==> src/rtl/stream_demux_pkg.sv <==
// Shared types and constants for the 1-to-2 stream demultiplexer.
// Optional handshake counters are enabled by STREAM_DEMUX_COUNT_EN.
package stream_demux_pkg;

    localparam int DEFAULT_WIDTH = 8;
    localparam int CNT_WIDTH     = 16;

    localparam logic SEL_A = 1'b1;
    localparam logic SEL_B = 1'b0;

    typedef struct packed {
        logic                     valid;
        logic [DEFAULT_WIDTH-1:0] data;
    } slot_t;

    // A holding slot can take a new beat when it is empty or is being drained this cycle.
    function automatic logic slot_is_free(input logic valid, input logic ready);
        return !valid || ready;
    endfunction

endpackage

==> src/rtl/demux_slot.sv <==
// One-entry output holding register with load/drain control and a free flag.
// With STREAM_DEMUX_COUNT_EN defined it also counts output handshakes (saturating).
module demux_slot
    import stream_demux_pkg::*;
#(
    parameter int WIDTH = DEFAULT_WIDTH
) (
    input  logic                 clk,
    input  logic                 rst_n,
    input  logic                 i_load,
    input  logic [WIDTH-1:0]     i_data,
    input  logic                 i_ready,
    output logic                 o_valid,
    output logic [WIDTH-1:0]     o_data,
`ifdef STREAM_DEMUX_COUNT_EN
    output logic [CNT_WIDTH-1:0] o_cnt,
`endif
    output logic                 o_free
);

    logic             r_valid;
    logic [WIDTH-1:0] r_data;
    logic             w_drain;

    assign w_drain = r_valid && i_ready;
    assign o_free  = slot_is_free(r_valid, i_ready);
    assign o_valid = r_valid;
    assign o_data  = r_data;

    // NOTE: sequential state uses non-blocking assignments so every register
    // samples pre-edge values, independent of block ordering in simulation.
    always_ff @(posedge clk or negedge rst_n) begin
        if (!rst_n) begin
            r_valid <= 1'b0;
        end else if (i_load) begin
            r_valid <= 1'b1;
        end else if (w_drain) begin
            r_valid <= 1'b0;
        end
    end

    // NOTE: the data register is reset too, because the outputs must read zero
    // while reset is asserted, not merely be marked invalid.
    always_ff @(posedge clk or negedge rst_n) begin
        if (!rst_n) begin
            r_data <= '0;
        end else if (i_load) begin
            r_data <= i_data;
        end
    end

`ifdef STREAM_DEMUX_COUNT_EN
    logic [CNT_WIDTH-1:0] r_cnt;

    always_ff @(posedge clk or negedge rst_n) begin
        if (!rst_n) begin
            r_cnt <= '0;
        end else if (w_drain && (r_cnt != {CNT_WIDTH{1'b1}})) begin
            r_cnt <= r_cnt + 1'b1;
        end
    end

    assign o_cnt = r_cnt;
`endif

endmodule

==> src/rtl/stream_demultiplexor.sv <==
// Registered 1-to-2 valid/ready demultiplexer; sel_a routes each accepted beat to A or B.
// Define STREAM_DEMUX_COUNT_EN to add saturating per-output handshake counters.
module stream_demultiplexor
    import stream_demux_pkg::*;
#(
    parameter int WIDTH = DEFAULT_WIDTH
) (
    input  logic                 clk,
    input  logic                 rst_n,
    input  logic                 sel_a,
    input  logic                 in_valid,
    output logic                 in_ready,
    input  logic [WIDTH-1:0]     in_data,
    output logic                 out_a_valid,
    input  logic                 out_a_ready,
    output logic [WIDTH-1:0]     out_a_data,
    output logic                 out_b_valid,
    input  logic                 out_b_ready,
`ifdef STREAM_DEMUX_COUNT_EN
    output logic [CNT_WIDTH-1:0] cnt_a,
    output logic [CNT_WIDTH-1:0] cnt_b,
`endif
    output logic [WIDTH-1:0]     out_b_data
);

    logic w_free_a;
    logic w_free_b;
    logic w_accept;
    logic w_load_a;
    logic w_load_b;

    // Readiness looks only at the selected slot, so a stalled consumer never blocks the other path.
    assign in_ready = (sel_a == SEL_A) ? w_free_a : w_free_b;
    assign w_accept = in_valid && in_ready;
    assign w_load_a = w_accept && (sel_a == SEL_A);
    assign w_load_b = w_accept && (sel_a == SEL_B);

    demux_slot #(
        .WIDTH   (WIDTH)
    ) u_slot_a (
        .clk     (clk),
        .rst_n   (rst_n),
        .i_load  (w_load_a),
        .i_data  (in_data),
        .i_ready (out_a_ready),
        .o_valid (out_a_valid),
        .o_data  (out_a_data),
`ifdef STREAM_DEMUX_COUNT_EN
        .o_cnt   (cnt_a),
`endif
        .o_free  (w_free_a)
    );

    demux_slot #(
        .WIDTH   (WIDTH)
    ) u_slot_b (
        .clk     (clk),
        .rst_n   (rst_n),
        .i_load  (w_load_b),
        .i_data  (in_data),
        .i_ready (out_b_ready),
        .o_valid (out_b_valid),
        .o_data  (out_b_data),
`ifdef STREAM_DEMUX_COUNT_EN
        .o_cnt   (cnt_b),
`endif
        .o_free  (w_free_b)
    );

endmodule
==> config.mk <==
export PLATFORM = sky130hd
export DESIGN_NAME = stream_demultiplexor
export DESIGN_NICKNAME = d
export VERILOG_FILES = /design/src/rtl/stream_demux_pkg.sv /design/src/rtl/demux_slot.sv /design/src/rtl/stream_demultiplexor.sv
export SDC_FILE = /design/constraint.sdc
export NUM_CORES = 1
export LEC_CHECK = 0
export ABC_CLOCK_PERIOD_IN_PS = 1300
export BUFFER_PORTS_ARGS = -buffer_cell sky130_fd_sc_hd__buf_4
export CAP_MARGIN = 20
export CORE_ASPECT_RATIO = 0.9
export CORE_MARGIN = 4
export CORE_UTILIZATION = 34
export DETAILED_ROUTE_END_ITERATION = 10
export PLACE_DENSITY_LB_ADDON = 0.25
export SYNTH_ARGS = -nofsm -noshare
export SYNTH_HDL_FRONTEND = slang
export SYNTH_SLANG_ARGS = --single-unit
==> constraint.sdc <==
create_clock -name clk -period 1.3 [get_ports clk]
set_input_delay 0.065 -clock clk [delete_from_list [all_inputs] [get_ports clk]]
set_output_delay 0.065 -clock clk [all_outputs]
set_load 0.005 [all_outputs]
# --- Word-level counts from Yosys, hierarchy flattened ---
# Index checks and enable logic that the tools add are counted.
# Widths: inputs -> output; s select.
classes:
  n_addsub: 0
  n_mul: 0
  div: 0
  n_lt_le_gt_ge: 0
  n_eq_ne: 0
  n_shift: 0
  n_mux: 5
  n_bitwise: 1
  reduce_logical: 11
op_table:
  columns: ["cell", "n"]
  rows:
  - ["$logic_and 1x1->1", 5]
  - ["$mux 1", 5]
  - ["$reduce_bool 2->1", 2]
  - ["$logic_not 1->1", 2]
  - ["$logic_or 1x1->1", 2]
  - ["$not 1->1", 1]
word_totals:
  ff_bits: 18
  latch_bits: 0
  mem_bits_rw: 0
  rom_bits: 0
  input_bits: 14
  out_inout_bits: 19
  wordCells: 21
  mem_count: 0

# --- Depth between registers and ports, before layout ---
depth:
  word_depth: 6
  depth_mapped: 3
  depth_no_buf: 3

# --- Modules after synthesis ---
# From an unflattened synthesis, not the netlist that was laid out.
hier_totals:
  cells_unflattened: 43
  hier_area_um2: 770.7
modules_own_cells:
  columns: ["mod", "instances", "cells_per_inst", "area_each_um2", "seq_area_each_um2"]
  rows:
  - ["demux_slot", 2, 20, 369.1, 225.2]
  - ["stream_demultiplexor", 1, 3, 32.5, 0.0]

# --- Least setup slack after synthesis ---
# Ideal clock, no wire load.
synth_path:
  kind: "register to register"
  from: "reg u_slot_b.r_valid, in the netlist u_slot_b.o_valid"
  to: "reg u_slot_b.r_data[0], in the netlist u_slot_b.o_data[0]"
  setup_time_ns: 0.125
  t_arrival_ns: 1.159
  required_ns: 1.175
  setup_slack_ns: 0.016
  path_stages_with_launch: 4
  n_path_buf: 0
  synth_period_minus_slack_ns: 1.284
  path_cell_list: "dfrtp_1 -> nand2b_2 -> nor3b_4 -> mux2_2"
synth_via:
  elab_chain_len: 5
synth_rtl:
  columns: ["element", "line", "rtl"]
  rows:
  - ["start: declaration", "demux_slot.sv:21", "logic r_valid;"]
  - ["start signal: assignment", "demux_slot.sv:34", "r_valid <= 1'b0;"]
  - ["start signal: assignment", "demux_slot.sv:36", "r_valid <= 1'b1;"]
  - ["start signal: assignment", "demux_slot.sv:38", "r_valid <= 1'b0;"]
  - ["$logic_not 1->1", "stream_demux_pkg.sv:18", "return !valid || ready;"]
  - ["$logic_or 1x1->1", "stream_demux_pkg.sv:18", null]
  - ["$mux 1", "stream_demultiplexor.sv:33", "assign in_ready = (sel_a == SEL_A) ? w_free_a : w_free_b;"]
  - ["$logic_and 1x1->1", "stream_demultiplexor.sv:34", "assign w_accept = in_valid && in_ready;"]
  - ["$logic_and 1x1->1", "stream_demultiplexor.sv:36", "assign w_load_b = w_accept && (sel_a == SEL_B);"]
  - ["end signal: assignment", "demux_slot.sv:48", "r_data <= i_data;"]
  - ["end: declaration", "demux_slot.sv:22", "logic [WIDTH-1:0] r_data;"]
# No other way between the ends.
# A chain may end at the register's enable or synchronous reset.

# --- Final worst setup path ---
layout_path:
  from: "reg u_slot_b.r_valid, in the netlist u_slot_b.o_valid"
  to: "reg u_slot_b.r_data[3], in the netlist u_slot_b.o_data[3]"
# The elaborated chain is that of the path after synthesis.

==> flow_summary_export.csv <==
group,metric,value,unit
critical_path,cp-start-kind,"flop",
global_route,grt_pass1_wl,2330,um
power_and_ir_drop,total_power,1.37,mW
global_route,grt_use_total,0.110,
routing,vias,501,
die,core,1930,um^2
logic_synthesis,synth_ff_type,"dfrtp_1",
logic_synthesis,async_flop_share,1.00,
timing,setup_viol,2,
cts,numCtsBuffers,3,
routing,dr.pass1.iters,2,
timing,relSlewSlack,0.845,
power_and_ir_drop,ir_drop,799,uV
logic_synthesis,yosysUniqueCellTypes,12,
routing,wl_per_cell,14.1,um
die,die_y,51.1,um
global_route,antenna_found_initial,0,
cts,clkLatencyLatePin,280,ps
cts,path_clk_slew,90,ps
timing,clock_skew,1.91,ps
flow_run,max_cap_viol_count,0,
logic_synthesis,synth_top_cell_area_share,0.641,
finish,multi_input_area,299,um^2
die,die_w,55.9,um
timing,period_share,1.00,
place,post-place-ws,-12.3,ps
timing,rsz0062_at_grt,"true",
cts,tritoncts,"built",
run_status,violations,"negative setup slack",
logic_synthesis,synth_seq_cells,18,
logic_synthesis,synth.most_common_cell,"dfrtp_1",
routing,top_layer,"met4",
logic_synthesis,synth_nets,58,
finish,seq_area,450,um^2
die,start_util,0.364,
timing,whs,16.7,ps
timing,min_period,1300,ps
place,place_congestion,0.648,
place,port_buffers,32,
finish,layoutNonFillerInstCount,110,
cts,clock_sinks,18,
die,ios,33,
die,design.die.area,2860,um^2
routing,route.met2.wl,780,um
routing,viasPerCell,4.55,
logic_synthesis,synth_warnings,0,
run_status,status,"finished with violations",
place,dp_cells,103,
timing,fin_ws,-2.69,ps
finish,nets,101,
timing,fmax,0.768,GHz
cts,htree_levels,1,
routing,drtIter0Drc,5,
logic_synthesis,synth-seq-area-share,0.641,
timing,hold_viol,0,
routing,wl_met1,643,um
logic_synthesis,netlist_instances,44,
finish,fillCellCount,163,
timing,worst_slew_pin_slew,232,ps
logic_synthesis,synth_common_cells,"dfrtp_1, mux2_2",
logic_synthesis,synth-edff-count,0,
logic_synthesis,syn_area_per_cell,16.0,um^2
die,rows,15,
global_route,grt_start_max_net_pins,19,
routing,antenna_left,0,
cts,root_buffer,"clkbuf_4",
routing,wl_met3,117,um
finish,fin_area,1120,um^2
critical_path,critPathKind,"reg -> reg",
global_route,grt_pass1_vias,517,
power_and_ir_drop,power.density,1230,nW/um^2
finish,drive_gt1_frac,0.694,
logic_synthesis,synth.area.top_cells,"dfrtp_1, mux2_2, nor3b_4",
place,hpwl,1130,um
logic_synthesis,synth_area,703,um^2
power_and_ir_drop,p_leak,0.549,nW
global_route,overflow,0,
cts,cts_max_path_buffers,2,
critical_path,end_kind,"flop",
critical_path,cp_max_fo,4,
timing,slew_violations,0,
finish,area_delta_synth_final,58.9,%
place,placed_area,990,um^2
finish,antenna_cells,0,
critical_path,critPathArrivalTime,1480,ps
logic_synthesis,synth_top_cell_by_area,"dfrtp_1",
critical_path,crit_required,1470,ps
routing,routed_wl,1550,um
hold_path,hp-class,"in -> reg",
routing,route.detailed.drc,0,
worst max-delay path: stages, from the launching register on:
cell and delay, ps:
dfrtp_1 420, nand2b_4 80, nor3b_4 230, buf_6 160, mux2_4 300
registers in the layout (all words and copies together) (netlist names):
signal,cells
u_slot_a.o_data,8
u_slot_b.o_data,8
u_slot_b.o_valid,1
u_slot_a.o_valid,1
path summary, 6_finish.rpt:
kind / startpoint / to / slack (ps) / depth (start not counted)
setup / recovery: u_slot_b.o_valid$_DFFE_PN0P_ / u_slot_b.o_data[3]$_DFFE_PN0P_ / -3 / 4
hold reg to reg: u_slot_a.o_data[2]$_DFFE_PN0P_ / u_slot_a.o_data[2]$_DFFE_PN0P_ / 520 / 1
min in group asynchronous: rst_n / u_slot_a.o_data[0]$_DFFE_PN0P_ / 170 / 2
max in group asynchronous: rst_n / u_slot_a.o_valid$_DFFE_PN0P_ / 940 / 2
setup reg to reg: u_slot_b.o_valid$_DFFE_PN0P_ / u_slot_b.o_data[3]$_DFFE_PN0P_ / -3 / 4
hold / removal: in_data[0] / u_slot_b.o_data[0]$_DFFE_PN0P_ / 20 / 2
cell families after synthesis:
kind of cell	share of synthesized area
multiplexers	0.256
buffers and inverters	0.00533
flip-flops	0.641
AO/OA/AOI/OAI	0.0142
AND/OR/NAND/NOR	0.0836
cell usage in the layout (no fill, tap or decap), types with 2 or more instances in the layout:
| master | Yosys | layout |
|---|---|---|
| dfrtp_1 | 18 | 18 |
| mux2_4 | 0 | 10 |
| buf_4 | 0 | 33 |
| dlygate4sd3_1 | 0 | 2 |
| buf_6 | 0 | 2 |
| clkbuf_4 | 0 | 3 |
| mux2_2 | 16 | 6 |
per-layer routing:
| layer | track usage | vias up |
|---|---|---|
| met5 | 0 | - |
| met4 | 0.0356 | 0 |
| met3 | 0.0581 | 2 |
| met2 | 0.177 | 15 |
| met1 | 0.126 | 246 |
| li1 | - | 238 |
layout make-up:
| cell class | instances | share of cell area |
|---|---|---|
| repair buffers | 38 | 0.278 |
| inverters | 1 | 0.00336 |
| clock buffers | 3 | 0.0202 |
| flip-flops and latches | 18 | 0.403 |
| well taps | 25 | 0.0280 |
| multi-input cells | 25 | 0.268 |
where the power goes:
part	internal, mW	switching, mW
Sequential	0.656	0.0534
Combinational	0.279	0.123
Clock	0.108	0.154
per-stage QoR:
step | util | setup TNS, ps
finish | 0.578 | -3.11
global route | 0.578 | -437
CTS | 0.531 | -16.4
detailed placement | 0.512 | -12.3
global placement | 0.512 | 0
floorplan | - | 0
what timing repair did:
action,in CTS,in global routing
pin swaps,1,1
hold endpoints to repair,18,1
setup endpoints to repair,12,16
resized for setup,1,14
setup buffers,0,2
hold buffers,1,1
Note: power is estimated with default switching activity, not from simulation.
